===== config.mk =====
export PLATFORM = sky130hd
export DESIGN_NAME = frog_controller_param_flat
export DESIGN_NICKNAME = d
export VERILOG_FILES = /design/src/rtl/frog_controller_param_if.sv /design/src/rtl/frog_controller_param.sv /design/src/flat_wrapper.sv
export SDC_FILE = /design/constraint.sdc
export NUM_CORES = 1
export LEC_CHECK = 0
export ABC_AREA = 1
export ABC_CLOCK_PERIOD_IN_PS = 3100
export BUFFER_PORTS_ARGS = -buffer_cell sky130_fd_sc_hd__buf_4
export CAP_MARGIN = 5
export CORE_AREA = 2 2 115 117
export CTS_CLUSTER_DIAMETER = 40
export DETAILED_ROUTE_END_ITERATION = 10
export DIE_AREA = 0 0 117 119
export MAX_ROUTING_LAYER = met4
export PLACE_DENSITY_LB_ADDON = 0.3
export SLEW_MARGIN = 10
export SYNTH_ARGS = -nofsm -noshare
export SYNTH_HDL_FRONTEND = slang
export SYNTH_SLANG_ARGS = --single-unit

===== constraint.sdc =====
create_clock -name clk -period 3.1 [get_ports clk]
set_input_delay 0.62 -clock clk [delete_from_list [all_inputs] [get_ports clk]]
set_output_delay 0.62 -clock clk [all_outputs]
set_load 0.02 [all_outputs]

===== src/rtl/frog_controller_param_if.sv =====
// Bundle of the button, car-bus and status signals around the frog controller.
// The master side drives buttons, restart and car positions; the slave side is the controller.
interface frog_controller_param_if #(
    parameter int unsigned COL_W    = 5,
    parameter int unsigned ROW_W    = 4,
    parameter int unsigned NUM_CARS = 16,
    parameter int unsigned LIVES_W  = 2,
    parameter int unsigned SCORE_W  = 8
);
    logic                         btn_left;
    logic                         btn_down;
    logic                         btn_up;
    logic                         btn_right;
    logic                         restart;
    logic [NUM_CARS*COL_W-1:0]    car_x_bus;
    logic [NUM_CARS*ROW_W-1:0]    car_y_bus;
    logic [COL_W-1:0]             frog_col;
    logic [ROW_W-1:0]             frog_row;
    logic [LIVES_W-1:0]           lives;
    logic [SCORE_W-1:0]           score;
    logic                         hit_pulse;
    logic                         goal_pulse;
    logic                         invulnerable;
    logic                         game_over;

    modport master (
        output btn_left, btn_down, btn_up, btn_right, restart, car_x_bus, car_y_bus,
        input  frog_col, frog_row, lives, score, hit_pulse, goal_pulse, invulnerable, game_over
    );

    modport slave (
        input  btn_left, btn_down, btn_up, btn_right, restart, car_x_bus, car_y_bus,
        output frog_col, frog_row, lives, score, hit_pulse, goal_pulse, invulnerable, game_over
    );
endinterface


===== src/rtl/frog_controller_param.sv =====
// Frog movement, collision, respawn, goal scoring and game-over control.
// Moves one cell per button press, checks the registered frog position against
// NUM_CARS car positions, and sequences PLAY / RESPAWN / GAME_OVER.
module frog_controller_param #(
    parameter int unsigned GRID_COLS      = 20,
    parameter int unsigned GRID_ROWS      = 15,
    parameter int unsigned COL_W          = 5,
    parameter int unsigned ROW_W          = 4,
    parameter int unsigned NUM_CARS       = 16,
    parameter int unsigned START_LIVES    = 3,
    parameter int unsigned LIVES_W        = 2,
    parameter int unsigned RESPAWN_CYCLES = 25000000,
    parameter int unsigned RESPAWN_W      = 25,
    parameter int unsigned SCORE_W        = 8
) (
    input  logic clk,
    input  logic reset,
    frog_controller_param_if.slave bus
);

    localparam logic [COL_W-1:0]     StartCol   = COL_W'(GRID_COLS / 2);
    localparam logic [ROW_W-1:0]     StartRow   = ROW_W'(GRID_ROWS - 1);
    localparam logic [COL_W-1:0]     LastCol    = COL_W'(GRID_COLS - 1);
    localparam logic [LIVES_W-1:0]   InitLives  = LIVES_W'(START_LIVES);
    localparam logic [RESPAWN_W-1:0] RespawnTop = RESPAWN_W'(RESPAWN_CYCLES - 1);

    typedef enum logic [1:0] {StPlay, StRespawn, StGameOver} state_e;

    state_e                state_q, state_d;
    logic [COL_W-1:0]      col_q, col_d;
    logic [ROW_W-1:0]      row_q, row_d;
    logic [LIVES_W-1:0]    lives_q, lives_d;
    logic [SCORE_W-1:0]    score_q, score_d;
    logic [RESPAWN_W-1:0]  cnt_q, cnt_d;
    logic                  move_block_q, move_block_d;
    logic                  hit_q, hit_d;
    logic                  goal_q, goal_d;
    logic                  invul_q, invul_d;
    logic                  over_q, over_d;

    logic                  hit_any;
    logic                  btn_none;

    assign btn_none = ~(bus.btn_left | bus.btn_down | bus.btn_up | bus.btn_right);

    // Collision detect against the registered frog position.
    always_comb begin
        hit_any = 1'b0;
        for (int i = 0; i < NUM_CARS; i++) begin
            if (col_q == bus.car_x_bus[i*COL_W +: COL_W] &&
                row_q == bus.car_y_bus[i*ROW_W +: ROW_W]) begin
                hit_any = 1'b1;
            end
        end
    end

    // Next-state logic: restart first, then per-state behaviour.
    always_comb begin
        state_d      = state_q;
        col_d        = col_q;
        row_d        = row_q;
        lives_d      = lives_q;
        score_d      = score_q;
        cnt_d        = cnt_q;
        move_block_d = move_block_q;
        hit_d        = 1'b0;
        goal_d       = 1'b0;

        // Releasing every button re-arms movement; entry/move below may set it again.
        if (btn_none) begin
            move_block_d = 1'b0;
        end

        if (bus.restart) begin
            state_d      = StPlay;
            col_d        = StartCol;
            row_d        = StartRow;
            lives_d      = InitLives;
            score_d      = '0;
            cnt_d        = '0;
            move_block_d = 1'b1;
        end else begin
            unique case (state_q)
                StPlay: begin
                    if (hit_any) begin
                        hit_d        = 1'b1;
                        lives_d      = lives_q - LIVES_W'(1);
                        col_d        = StartCol;
                        row_d        = StartRow;
                        move_block_d = 1'b1;
                        if (lives_q == LIVES_W'(1)) begin
                            state_d = StGameOver;
                        end else begin
                            state_d = StRespawn;
                            cnt_d   = RespawnTop;
                        end
                    end else if (row_q == '0) begin
                        goal_d       = 1'b1;
                        col_d        = StartCol;
                        row_d        = StartRow;
                        move_block_d = 1'b1;
                        if (score_q != '1) begin
                            score_d = score_q + SCORE_W'(1);
                        end
                    end else if (!move_block_q) begin
                        // Out-of-bounds requests fall through without blocking.
                        if (bus.btn_left && col_q != '0) begin
                            col_d        = col_q - COL_W'(1);
                            move_block_d = 1'b1;
                        end else if (bus.btn_down && row_q < StartRow) begin
                            row_d        = row_q + ROW_W'(1);
                            move_block_d = 1'b1;
                        end else if (bus.btn_up && row_q != '0) begin
                            row_d        = row_q - ROW_W'(1);
                            move_block_d = 1'b1;
                        end else if (bus.btn_right && col_q < LastCol) begin
                            col_d        = col_q + COL_W'(1);
                            move_block_d = 1'b1;
                        end
                    end
                end
                StRespawn: begin
                    if (cnt_q == '0) begin
                        state_d      = StPlay;
                        move_block_d = 1'b1;
                    end else begin
                        cnt_d = cnt_q - RESPAWN_W'(1);
                    end
                end
                StGameOver: begin
                    col_d   = StartCol;
                    row_d   = StartRow;
                    lives_d = '0;
                end
                default: begin
                    state_d = StPlay;
                end
            endcase
        end

        invul_d = (state_d == StRespawn);
        over_d  = (state_d == StGameOver);
    end

    // State and output registers with asynchronous reset to the start condition.
    always_ff @(posedge clk or posedge reset) begin
        if (reset) begin
            state_q      <= StPlay;
            col_q        <= StartCol;
            row_q        <= StartRow;
            lives_q      <= InitLives;
            score_q      <= '0;
            cnt_q        <= '0;
            move_block_q <= 1'b1;
            hit_q        <= 1'b0;
            goal_q       <= 1'b0;
            invul_q      <= 1'b0;
            over_q       <= 1'b0;
        end else begin
            state_q      <= state_d;
            col_q        <= col_d;
            row_q        <= row_d;
            lives_q      <= lives_d;
            score_q      <= score_d;
            cnt_q        <= cnt_d;
            move_block_q <= move_block_d;
            hit_q        <= hit_d;
            goal_q       <= goal_d;
            invul_q      <= invul_d;
            over_q       <= over_d;
        end
    end

    assign bus.frog_col     = col_q;
    assign bus.frog_row     = row_q;
    assign bus.lives        = lives_q;
    assign bus.score        = score_q;
    assign bus.hit_pulse    = hit_q;
    assign bus.goal_pulse   = goal_q;
    assign bus.invulnerable = invul_q;
    assign bus.game_over    = over_q;

endmodule


===== src/flat_wrapper.sv =====
// flat-port wrapper written by rule: the top's interface ports become plain ports
module frog_controller_param_flat 
#(
    parameter int unsigned GRID_COLS      = 20,
    parameter int unsigned GRID_ROWS      = 15,
    parameter int unsigned COL_W          = 5,
    parameter int unsigned ROW_W          = 4,
    parameter int unsigned NUM_CARS       = 16,
    parameter int unsigned START_LIVES    = 3,
    parameter int unsigned LIVES_W        = 2,
    parameter int unsigned RESPAWN_CYCLES = 25000000,
    parameter int unsigned RESPAWN_W      = 25,
    parameter int unsigned SCORE_W        = 8
)
  (clk, reset, bus_btn_left, bus_btn_down, bus_btn_up, bus_btn_right, bus_restart, bus_car_x_bus, bus_car_y_bus, bus_frog_col, bus_frog_row, bus_lives, bus_score, bus_hit_pulse, bus_goal_pulse, bus_invulnerable, bus_game_over);
  frog_controller_param_if #(.COL_W(COL_W), .ROW_W(ROW_W), .NUM_CARS(NUM_CARS), .LIVES_W(LIVES_W), .SCORE_W(SCORE_W)) bus_i ();
  input  logic clk;
  input  logic reset;
  input wire logic [$bits(bus_i.btn_left)-1:0] bus_btn_left;
  input wire logic [$bits(bus_i.btn_down)-1:0] bus_btn_down;
  input wire logic [$bits(bus_i.btn_up)-1:0] bus_btn_up;
  input wire logic [$bits(bus_i.btn_right)-1:0] bus_btn_right;
  input wire logic [$bits(bus_i.restart)-1:0] bus_restart;
  input wire logic [$bits(bus_i.car_x_bus)-1:0] bus_car_x_bus;
  input wire logic [$bits(bus_i.car_y_bus)-1:0] bus_car_y_bus;
  output wire logic [$bits(bus_i.frog_col)-1:0] bus_frog_col;
  output wire logic [$bits(bus_i.frog_row)-1:0] bus_frog_row;
  output wire logic [$bits(bus_i.lives)-1:0] bus_lives;
  output wire logic [$bits(bus_i.score)-1:0] bus_score;
  output wire logic [$bits(bus_i.hit_pulse)-1:0] bus_hit_pulse;
  output wire logic [$bits(bus_i.goal_pulse)-1:0] bus_goal_pulse;
  output wire logic [$bits(bus_i.invulnerable)-1:0] bus_invulnerable;
  output wire logic [$bits(bus_i.game_over)-1:0] bus_game_over;
  assign bus_i.btn_left = bus_btn_left;
  assign bus_i.btn_down = bus_btn_down;
  assign bus_i.btn_up = bus_btn_up;
  assign bus_i.btn_right = bus_btn_right;
  assign bus_i.restart = bus_restart;
  assign bus_i.car_x_bus = bus_car_x_bus;
  assign bus_i.car_y_bus = bus_car_y_bus;
  assign bus_frog_col = bus_i.frog_col;
  assign bus_frog_row = bus_i.frog_row;
  assign bus_lives = bus_i.lives;
  assign bus_score = bus_i.score;
  assign bus_hit_pulse = bus_i.hit_pulse;
  assign bus_goal_pulse = bus_i.goal_pulse;
  assign bus_invulnerable = bus_i.invulnerable;
  assign bus_game_over = bus_i.game_over;
  frog_controller_param #(.GRID_COLS(GRID_COLS), .GRID_ROWS(GRID_ROWS), .COL_W(COL_W), .ROW_W(ROW_W), .NUM_CARS(NUM_CARS), .START_LIVES(START_LIVES), .LIVES_W(LIVES_W), .RESPAWN_CYCLES(RESPAWN_CYCLES), .RESPAWN_W(RESPAWN_W), .SCORE_W(SCORE_W)) u_core (.clk(clk), .reset(reset), .bus(bus_i));
endmodule

==> impl_results.html, run 1 <==
<table>
<tr><th>Metric</th><th>Value</th></tr>
<tr><th colspan="2">Run status</th></tr>
<tr><td>Run status</td><td>completed</td></tr>
<tr><th colspan="2">Clocking</th></tr>
<tr><td>Maximum clock path buffer count</td><td>2</td></tr>
<tr><td>Number of CTS-inserted buffers</td><td>5</td></tr>
<tr><td>Clock transition at the registers of the reported paths</td><td>70 ps</td></tr>
<tr><td>Insertion delay to the later sink of the worst-skew pair</td><td>290 ps</td></tr>
<tr><td>Htree depth</td><td>2</td></tr>
<tr><td>Cts hold-fix bufs</td><td>0</td></tr>
<tr><td>Clock tree from TritonCTS</td><td>done</td></tr>
<tr><td>Number of post-CTS setup repair buffers</td><td>0</td></tr>
<tr><td>Count of cells resized by post-cts repair</td><td>0</td></tr>
<tr><td>CTS root buffer</td><td>sky130_fd_sc_hd__clkbuf_16</td></tr>
<tr><td>Total number of clock tree sinks</td><td>51</td></tr>
<tr><th colspan="2">Synth</th></tr>
<tr><td>Asr flop ratio synth</td><td>100.0%</td></tr>
<tr><td>Average footprint of a synthesized cell</td><td>around 6.5 sq um</td></tr>
<tr><td>Number of unique standard cell types used by synthesis</td><td>39</td></tr>
<tr><td>Number of flops mapped to enable cells by yosys</td><td>0</td></tr>
<tr><td>Count of state elements after synthesis</td><td>51</td></tr>
<tr><td>Dominant cells by area after synthesis</td><td>sky130_fd_sc_hd__dfrtp_1 20%, sky130_fd_sc_hd__nand2_1 19%, sky130_fd_sc_hd__xnor2_1 17%</td></tr>
<tr><td>Netlist Area Pre-Place</td><td>5356 sq um</td></tr>
<tr><td>Fraction of post-synthesis cell area in the top cell type by area</td><td>20.09%</td></tr>
<tr><td>Cell count after synthesis</td><td>819</td></tr>
<tr><td>Most common library cells after synthesis</td><td>271 x sky130_fd_sc_hd__nand2_1, 103 x sky130_fd_sc_hd__xnor2_1, 91 x sky130_fd_sc_hd__nor2_1</td></tr>
<tr><td>Net count after synthesis</td><td>980</td></tr>
<tr><td>Share of the yosys chip area belonging to registers</td><td>24.01%</td></tr>
<tr><td>Yosys warning total</td><td>0</td></tr>
<tr><td>Dominant cell type by area after synthesis</td><td>sky130_fd_sc_hd__dfrtp_1</td></tr>
<tr><td>Main flop type after synthesis</td><td>sky130_fd_sc_hd__dfrtp_1</td></tr>
<tr><td>Count leader, synth</td><td>sky130_fd_sc_hd__nand2_1</td></tr>
<tr><th colspan="2">Layout</th></tr>
<tr><td>Growth of design area from synthesis to finish</td><td>29.67%</td></tr>
<tr><td>Utilization after layout</td><td>between 50% and 60%</td></tr>
<tr><td>Share of cells above drive strength 1</td><td>23.43%</td></tr>
<tr><td># diodes</td><td>0</td></tr>
<tr><td>Final Net Count</td><td>1,150</td></tr>
<tr><td>Final design instance area without fill</td><td>6945 sq um</td></tr>
<tr><th colspan="2">Setup path</th></tr>
<tr><td>Critical R2R Capture</td><td>u_core.cnt_q[2]</td></tr>
<tr><td>Library cell appearing most often on the critical path</td><td>sky130_fd_sc_hd__nand2_1</td></tr>
<tr><td>Critical path's largest stage delay</td><td>840 ps</td></tr>
<tr><td>Maximum fanout count along the critical path</td><td>29</td></tr>
<tr><td>Type of the worst setup path</td><td>reg2reg</td></tr>
<tr><td>Family of cells with the greatest summed delay on the critical path</td><td>simple AND/OR/NAND/NOR gates</td></tr>
<tr><td>Reg-to-reg startpoint</td><td>u_core.bus.frog_row[1]</td></tr>
<tr><td>Count of buffering cells on the critical path with inverters included</td><td>0</td></tr>
<tr><td>Slowest cell on the critical path</td><td>sky130_fd_sc_hd__dfstp_2</td></tr>
<tr><td>Data arrival time of the critical path</td><td>2950 ps</td></tr>
<tr><td>Kind of end point of the critical path</td><td>flip-flop</td></tr>
<tr><td>Data required time at the worst endpoint</td><td>approximately 3300 ps</td></tr>
<tr><td>Slack of the worst reg-to-reg path</td><td>~380 ps</td></tr>
<tr><td>Worst Setup SP</td><td>u_core.bus.frog_row[1]</td></tr>
<tr><td>CP startpoint kind</td><td>flip-flop</td></tr>
<tr><td>FF-to-FF path depth</td><td>13</td></tr>
<tr><td>Cell chain of the critical path</td><td>xnor2_1 -&gt; nand2_1 -&gt; nor2_1 -&gt; nand3_1 -&gt; nand2_1 -&gt; nor2_1 -&gt; nand2_1 -&gt; nor2_4 -&gt; nand2_2 -&gt; nand2_4 -&gt; nor2_2 -&gt; nand2_1 -&gt; nand2_1</td></tr>
<tr><th colspan="2">Global routing</th></tr>
<tr><td>Vias in the first global route</td><td>between 5k and 6k</td></tr>
<tr><td>Antenna violations before repair</td><td>0</td></tr>
<tr><td>First-pass GRT wire length</td><td>25,520 um</td></tr>
<tr><td>Congestion Overflow GR</td><td>0</td></tr>
<tr><td>Largest net degree at the start of global routing</td><td>36</td></tr>
<tr><td>Global-route usage over all layers</td><td>23.57%</td></tr>
<tr><th colspan="2">Timing</th></tr>
<tr><td>Fin Clk Skew</td><td>4.106 ps</td></tr>
<tr><td>Post-Route Setup TNS</td><td>0 ps</td></tr>
<tr><td>Fin crit period</td><td>between 2000 and 3000 ps</td></tr>
<tr><td>Slew @ Worst Pin</td><td>509.8 ps</td></tr>
<tr><td>Final Setup Violations</td><td>0</td></tr>
<tr><td>RSZ-0062 raised after global routing</td><td>no</td></tr>
<tr><td>Maximum frequency from static timing analysis</td><td>367.0 MHz</td></tr>
<tr><td>Hold Violations, Final</td><td>0</td></tr>
<tr><td>Pins over their slew limit</td><td>0</td></tr>
<tr><td>Fin crit share</td><td>87.89%</td></tr>
<tr><td>Rel. slew slack</td><td>around two thirds</td></tr>
<tr><th colspan="2">Power and ir drop</th></tr>
<tr><td>Total power divided by cell area</td><td>about 720 nW/um^2</td></tr>
<tr><td>Peak VDD IR</td><td>between 0.3 and 0.4 mV</td></tr>
<tr><td>Total design power</td><td>around 5.0 mW</td></tr>
<tr><td>Leak</td><td>3.503 nW</td></tr>
<tr><th colspan="2">Routing</th></tr>
<tr><td>Final antenna-violating net count</td><td>0</td></tr>
<tr><td>Starting DRC count in detailed routing</td><td>283</td></tr>
<tr><td>Detailed Routing Iterations Pass 1</td><td>5</td></tr>
<tr><td>Routed wirelength normalized by instance count</td><td>13.85 um</td></tr>
<tr><td>Remaining routing DRC violations</td><td>0</td></tr>
<tr><td>Number of vias after detailed routing</td><td>5,664</td></tr>
<tr><td>Post-detailed-route via-to-cell ratio</td><td>4.858</td></tr>
<tr><td>DRT Wirelength</td><td>16,150 um</td></tr>
<tr><th colspan="2">Placed design</th></tr>
<tr><td>Final HPWL DP</td><td>roughly 13,000 um</td></tr>
<tr><td>Final RePlAce weighted congestion</td><td>0.8831</td></tr>
<tr><td>I/O Buffers</td><td>173</td></tr>
<tr><td>Area post-placement</td><td>6808 sq um</td></tr>
<tr><th colspan="2">Hold path</th></tr>
<tr><td>Hold Path Class</td><td>in2async</td></tr>
<tr><th colspan="2">Floorplan</th></tr>
<tr><td>Std cell rows</td><td>42</td></tr>
<tr><td>Core box area</td><td>between 10,000 and 15,000 sq um</td></tr>
<tr><td>Height of the die</td><td>119 um</td></tr>
<tr><td>Count of pins on the block boundary</td><td>174</td></tr>
<tr><td>Chip width</td><td>~120 um</td></tr>
<tr><td>Overall die area</td><td>roughly 14,000 sq um</td></tr>
<tr><td>Starting density of the core</td><td>41.60%</td></tr>
<tr><th colspan="2">Run</th></tr>
<tr><td>Count of max-cap constraint violations</td><td>0</td></tr>
</table>
[where the power goes]
group / total, mW / switching (mW) / internal (mW)
Clock: 0.538 / 0.239 / 0.299
Combinational: 3.20 / 1.77 / 1.42
Sequential: 1.30 / 0.392 / 0.906
[cell usage in the layout, fill, tap and decap left out, drive strengths merged]
cell type	count
o31ai	3
a21o	1
a21boi	2
buf	194
a311o	1
dfrtp	43
xor2	21
nand2	273
nand3b	2
clkinv	1
ha	8
nand3	52
or2	13
clkbuf	7
o21bai	1
dfstp	8
o211ai	1
xnor2	103
o21ai	38
nand4	24
inv	74
nor3	5
a31o	1
a21oi	13
nor2	95
nor4	4
fa	2
[cell type report]
cell class / count / area [sq um]
Sequential cell: 51 / 1286
Tap cell: 176 / 220.2
Clock inverter: 1 / 5.005
Inverter: 74 / 277.8
Multi-Input combinational cell: 663 / 3542
Timing Repair Buffer: 194 / 1481
Clock buffer: 7 / 132.6
Fill cell: 1265 / 5929
[logic make-up (layout without fill, tap and decap cells)]
| kind of cell | Yosys count | count (layout) | share of synthesized area (%) |
|---|---|---|---|
| fa+ha+maj | 10 | 10 | 2.616 |
| simple gates | 468 | 468 | 37.00 |
| buf+inv | 105 | 276 | 9.858 |
| xor+xnor | 124 | 124 | 20.28 |
| flops | 51 | 51 | 24.01 |
| compound gates | 61 | 61 | 6.237 |
[how the worst max path moves through the flow]
stage                             endpoint  slack, ps  cells past startpoint
floorplan           u_core.bus.frog_row[3]        660                     10
global placement          u_core.cnt_q[11]        420                     13
detailed placement         u_core.cnt_q[2]        340                     13
CTS                       u_core.cnt_q[12]        320                     13
global route              u_core.cnt_q[19]         90                     14
finish                     u_core.cnt_q[2]        380                     13
[sequential cells by signal, indices dropped and copies added, names as in the netlist, 2 cells and up]
register,count
u_core.cnt_q,25
u_core.bus.score,8
u_core.bus.frog_col,5
u_core.bus.frog_row,4
u_core.bus.lives,2
u_core.state_q,2
[layer usage]
layer | up-vias | wire length (um) | GRT usage [%]
li1 | 2897 | - | -
met1 | 2563 | 6470 | 26.78
met2 | 174 | 7982 | 41.29
met3 | 30 | 1166 | 3.817
met4 | 0 | 535 | 8.676
met5 | - | 0 | -
[through the flow]
step	hold slack [ps]	cells	setup WS, ps
after floorplan	453.0	819	655.7
after global placement	472.4	1158	423.5
after detailed placement	483.6	1158	335.9
after CTS	319.6	1166	317.8
after global routing	347.5	1166	86.76
final	314.8	1166	375.4
Note: power is estimated with default switching activity, not from simulation.
==> run 2: changes to the inputs <==
--- a/config.mk
+++ b/config.mk
@@ -9,10 +9,12 @@
 export ABC_CLOCK_PERIOD_IN_PS = 3100
 export BUFFER_PORTS_ARGS = -buffer_cell sky130_fd_sc_hd__buf_4
 export CAP_MARGIN = 5
-export CORE_AREA = 2 2 115 117
+export CELL_PAD_IN_SITES_DETAIL_PLACEMENT = 1
+export CELL_PAD_IN_SITES_GLOBAL_PLACEMENT = 1
+export CORE_AREA = 2 2 125 127
 export CTS_CLUSTER_DIAMETER = 40
 export DETAILED_ROUTE_END_ITERATION = 10
-export DIE_AREA = 0 0 117 119
+export DIE_AREA = 0 0 127 129
 export MAX_ROUTING_LAYER = met4
 export PLACE_DENSITY_LB_ADDON = 0.3
 export SLEW_MARGIN = 10
==> run 2 against run 1 <==
Register-to-register slack improved by 80 ps. Sequential cell count unchanged. Utilization decreased by 7.3 points. Power is 3.7% higher. Cell count rose by 1.3%. Sequential share of layout area down 0.11 points. Clock-buffer cell count down 1. Critical path depth increased by 2. Cell area is 0.61% higher. Wire length up 20%. First-iteration DRC count decreased by 10%. Critical path type unchanged. Critical endpoint is now u_core.cnt_q[13].
==> impl_results.html, run 2 (synthesized netlist as in run 1, its figures left out) <==
<table>
<tr><th>Metric</th><th>Value</th></tr>
<tr><th colspan="2">Global routing</th></tr>
<tr><td>Global-route usage over all layers</td><td>24.63% (+1.1 points)</td></tr>
<tr><td>First-pass GRT wire length</td><td>30,990 um (+21%)</td></tr>
<tr><td>Antenna violations before repair</td><td>0 (unchanged)</td></tr>
<tr><td>Vias in the first global route</td><td>6,008 (+13%)</td></tr>
<tr><td>Largest net degree at the start of global routing</td><td>36 (unchanged)</td></tr>
<tr><td>Congestion Overflow GR</td><td>0 (unchanged)</td></tr>
<tr><th colspan="2">Clocking</th></tr>
<tr><td>Count of cells resized by post-cts repair</td><td>0 (unchanged)</td></tr>
<tr><td>Number of CTS-inserted buffers</td><td>5 (unchanged)</td></tr>
<tr><td>CTS root buffer</td><td>sky130_fd_sc_hd__clkbuf_16</td></tr>
<tr><td>Insertion delay to the later sink of the worst-skew pair</td><td>290 ps (about the same)</td></tr>
<tr><td>Maximum clock path buffer count</td><td>2 (unchanged)</td></tr>
<tr><td>Htree depth</td><td>2 (unchanged)</td></tr>
<tr><td>Total number of clock tree sinks</td><td>51 (unchanged)</td></tr>
<tr><td>Clock transition at the registers of the reported paths</td><td>70 ps (about the same)</td></tr>
<tr><td>Clock tree from TritonCTS</td><td>done</td></tr>
<tr><td>Number of post-CTS setup repair buffers</td><td>0 (unchanged)</td></tr>
<tr><td>Cts hold-fix bufs</td><td>0 (unchanged)</td></tr>
<tr><th colspan="2">Placed design</th></tr>
<tr><td>Total placed cells including tap cells</td><td>1,173 (+1.3%)</td></tr>
<tr><td>Worst setup timing slack at the placement stage</td><td>478.2 ps (+142.4 ps)</td></tr>
<tr><td>I/O Buffers</td><td>173 (unchanged)</td></tr>
<tr><td>Final RePlAce weighted congestion</td><td>0.8230 (-6.8%)</td></tr>
<tr><td>Area post-placement</td><td>6833 sq um (+0.37%)</td></tr>
<tr><td>Final HPWL DP</td><td>15,830 um (+23%)</td></tr>
<tr><th colspan="2">Layout</th></tr>
<tr><td>Post-route insts no fill</td><td>1,181 (+1.3%)</td></tr>
<tr><td>Share of cells above drive strength 1</td><td>23.87% (+0.43 points)</td></tr>
<tr><td># diodes</td><td>0 (unchanged)</td></tr>
<tr><td>Leading cell type in the layout, fill and taps excluded</td><td>sky130_fd_sc_hd__nand2_1</td></tr>
<tr><td>Commonest non-fill, non-tap cells in the layout</td><td>271 x sky130_fd_sc_hd__nand2_1, 196 x sky130_fd_sc_hd__buf_4, 103 x sky130_fd_sc_hd__xnor2_1</td></tr>
<tr><td>Largest Register</td><td>u_core.cnt_q</td></tr>
<tr><td>Final design instance area without fill</td><td>6988 sq um (+0.61%)</td></tr>
<tr><td>Largest register FFs</td><td>25 (unchanged)</td></tr>
<tr><td>Final Net Count</td><td>1,153 (+0.26%)</td></tr>
<tr><td>Growth of design area from synthesis to finish</td><td>30.46%</td></tr>
<tr><td>Utilization after layout</td><td>46.66% (-7.3 points)</td></tr>
<tr><th colspan="2">Routing</th></tr>
<tr><td>DRT Wirelength</td><td>19,450 um (+20%)</td></tr>
<tr><td>Final antenna-violating net count</td><td>0 (unchanged)</td></tr>
<tr><td>Post-detailed-route via-to-cell ratio</td><td>4.944 (+1.8%)</td></tr>
<tr><td>Starting DRC count in detailed routing</td><td>254 (-10%)</td></tr>
<tr><td>Remaining routing DRC violations</td><td>0 (unchanged)</td></tr>
<tr><td>Routed wirelength normalized by instance count</td><td>16.47 um (+19%)</td></tr>
<tr><td>Number of vias after detailed routing</td><td>5,839 (+3.1%)</td></tr>
<tr><td>Detailed Routing Iterations Pass 1</td><td>4 (-1)</td></tr>
<tr><th colspan="2">Timing</th></tr>
<tr><td>Rel. slew slack</td><td>64.80% (-1.1 points)</td></tr>
<tr><td>Hold Violations, Final</td><td>0 (unchanged)</td></tr>
<tr><td>Fin Clk Skew</td><td>5.023 ps (+0.9167 ps)</td></tr>
<tr><td>Fin crit share</td><td>85.34% (-2.6 points)</td></tr>
<tr><td>Smallest hold slack</td><td>293.8 ps (-20.95 ps)</td></tr>
<tr><td>Slew @ Worst Pin</td><td>528.0 ps (+18.25 ps)</td></tr>
<tr><td>Final Setup Violations</td><td>0 (unchanged)</td></tr>
<tr><td>Post-Route Setup TNS</td><td>0 ps (unchanged)</td></tr>
<tr><td>Final critical-path setup slack</td><td>454.5 ps (+79.10 ps)</td></tr>
<tr><td>RSZ-0062 raised after global routing</td><td>no</td></tr>
<tr><td>Pins over their slew limit</td><td>0 (unchanged)</td></tr>
<tr><td>Fin crit period</td><td>2646 ps (-79.10 ps)</td></tr>
<tr><td>Maximum frequency from static timing analysis</td><td>378.0 MHz (+3.0%)</td></tr>
<tr><th colspan="2">Setup path</th></tr>
<tr><td>Critical R2R Capture</td><td>u_core.cnt_q[13]</td></tr>
<tr><td>Cell chain of the critical path</td><td>inv_2 -&gt; nand2_1 -&gt; nand2_1 -&gt; nand3_1 -&gt; nor2_1 -&gt; nand2_1 -&gt; nand2_1 -&gt; nor2_1 -&gt; nand2_1 -&gt; nor2_4 -&gt; nand2_2 -&gt; nand2_4 -&gt; buf_4 -&gt; nand2_1 -&gt; o21ai_0</td></tr>
<tr><td>Reg-to-reg startpoint</td><td>u_core.bus.frog_col[0]</td></tr>
<tr><td>CP startpoint kind</td><td>flip-flop</td></tr>
<tr><td>Slack of the worst reg-to-reg path</td><td>450 ps (+80 ps)</td></tr>
<tr><td>Maximum fanout count along the critical path</td><td>16 (-45%)</td></tr>
<tr><td>Library cell appearing most often on the critical path</td><td>sky130_fd_sc_hd__nand2_1</td></tr>
<tr><td>Critical path's largest stage delay</td><td>680 ps (-160 ps)</td></tr>
<tr><td>Type of the worst setup path</td><td>reg2reg</td></tr>
<tr><td>Kind of end point of the critical path</td><td>flip-flop</td></tr>
<tr><td>FF-to-FF path depth</td><td>15 (+2)</td></tr>
<tr><td>Slowest cell on the critical path</td><td>sky130_fd_sc_hd__dfrtp_1</td></tr>
<tr><td>Data arrival time of the critical path</td><td>2850 ps (-100 ps)</td></tr>
<tr><td>Data required time at the worst endpoint</td><td>3300 ps (-30 ps)</td></tr>
<tr><th colspan="2">Floorplan</th></tr>
<tr><td>Height of the die</td><td>129 um (+8.4%)</td></tr>
<tr><td>Starting density of the core</td><td>35.76% (-5.8 points)</td></tr>
<tr><td>Std cell rows</td><td>45 (+7.1%)</td></tr>
<tr><td>Count of pins on the block boundary</td><td>174 (unchanged)</td></tr>
<tr><td>Core box area</td><td>14,980 sq um (+16%)</td></tr>
<tr><td>Overall die area</td><td>16,380 sq um (+18%)</td></tr>
<tr><td>Chip width</td><td>127 um (+8.5%)</td></tr>
<tr><th colspan="2">Power and ir drop</th></tr>
<tr><td>Total design power</td><td>5.219 mW (+3.7%)</td></tr>
<tr><td>Leak</td><td>3.520 nW (+0.48%)</td></tr>
<tr><td>Total power divided by cell area</td><td>746.9 nW/um^2 (+3.1%)</td></tr>
<tr><td>Peak VDD IR</td><td>0.3878 mV (+9.7%)</td></tr>
<tr><th colspan="2">Run</th></tr>
<tr><td>Count of max-cap constraint violations</td><td>0 (unchanged)</td></tr>
<tr><th colspan="2">Hold path</th></tr>
<tr><td>Hold Path Class</td><td>in2async</td></tr>
<tr><th colspan="2">Run status</th></tr>
<tr><td>Run status</td><td>completed</td></tr>
</table>
==> run 2: cell count changes in the layout (fill, tap and decap cells not counted) <==
cell,before,now
sky130_fd_sc_hd__clkbuf_1,2,0
sky130_fd_sc_hd__buf_12,2,1
sky130_fd_sc_hd__clkbuf_8,0,1
sky130_fd_sc_hd__buf_4,192,196
sky130_fd_sc_hd__clkinv_4,0,1
sky130_fd_sc_hd__clkinv_2,1,0
sky130_fd_sc_hd__clkinvlp_4,0,1
==> run 2: per-layer routing <==
metal	vias to the layer above	share of wire (%)	GRT usage, %	wire (um)
met1	2753	43	28.71	8274
li1	2905	-	-	-
met3	29	4.9	3.368	953
met2	152	50	44.24	9686
met4	0	2.8	7.304	537
met5	-	0	-	0
==> run 2: critical path, delay by kind of cell, from the launching register on <==
| family | cells | cell delay (ps) |
|---|---|---|
| compound gates | 1 | 90 |
| simple gates | 12 | 1310 |
| flops | 1 | 680 |
| buf+inv | 2 | 450 |
==> run 2: report_power, final <==
part / leakage (nW) / switching (mW) / internal [mW] / total, mW
logic: 2.80 / 1.89 / 1.43 / 3.33
clock network: 0.0731 / 0.259 / 0.323 / 0.582
registers: 0.649 / 0.405 / 0.904 / 1.31
total: 3.52 / 2.56 / 2.66 / 5.22
==> run 2: cell type report <==
type / count / area, sq um
multi-input combinational: 663 / 3542
tap: 188 / 235.2
sequential: 51 / 1286
inverter: 74 / 277.8
timing repair buffer: 197 / 1491
clock inverter: 2 / 16.27
clock buffer: 6 / 138.9
fill: 1998 / 7989
==> run 2: worst max-delay path by stage <==
stage,endpoint,cells after the start,startpoint,slack (ps)
3_5_place_dp,u_core.bus.frog_col[4],12,u_core.bus.frog_col[1],480
2_1_floorplan,u_core.bus.frog_row[3],10,u_core.bus.frog_row[1],660
4_1_cts,u_core.bus.frog_col[4],12,u_core.bus.frog_col[1],470
6_report,u_core.cnt_q[13],15,u_core.bus.frog_col[0],450
5_1_grt,u_core.bus.frog_col[4],12,u_core.bus.frog_col[1],150
3_3_place_gp,u_core.bus.frog_col[4],12,u_core.bus.frog_col[1],500
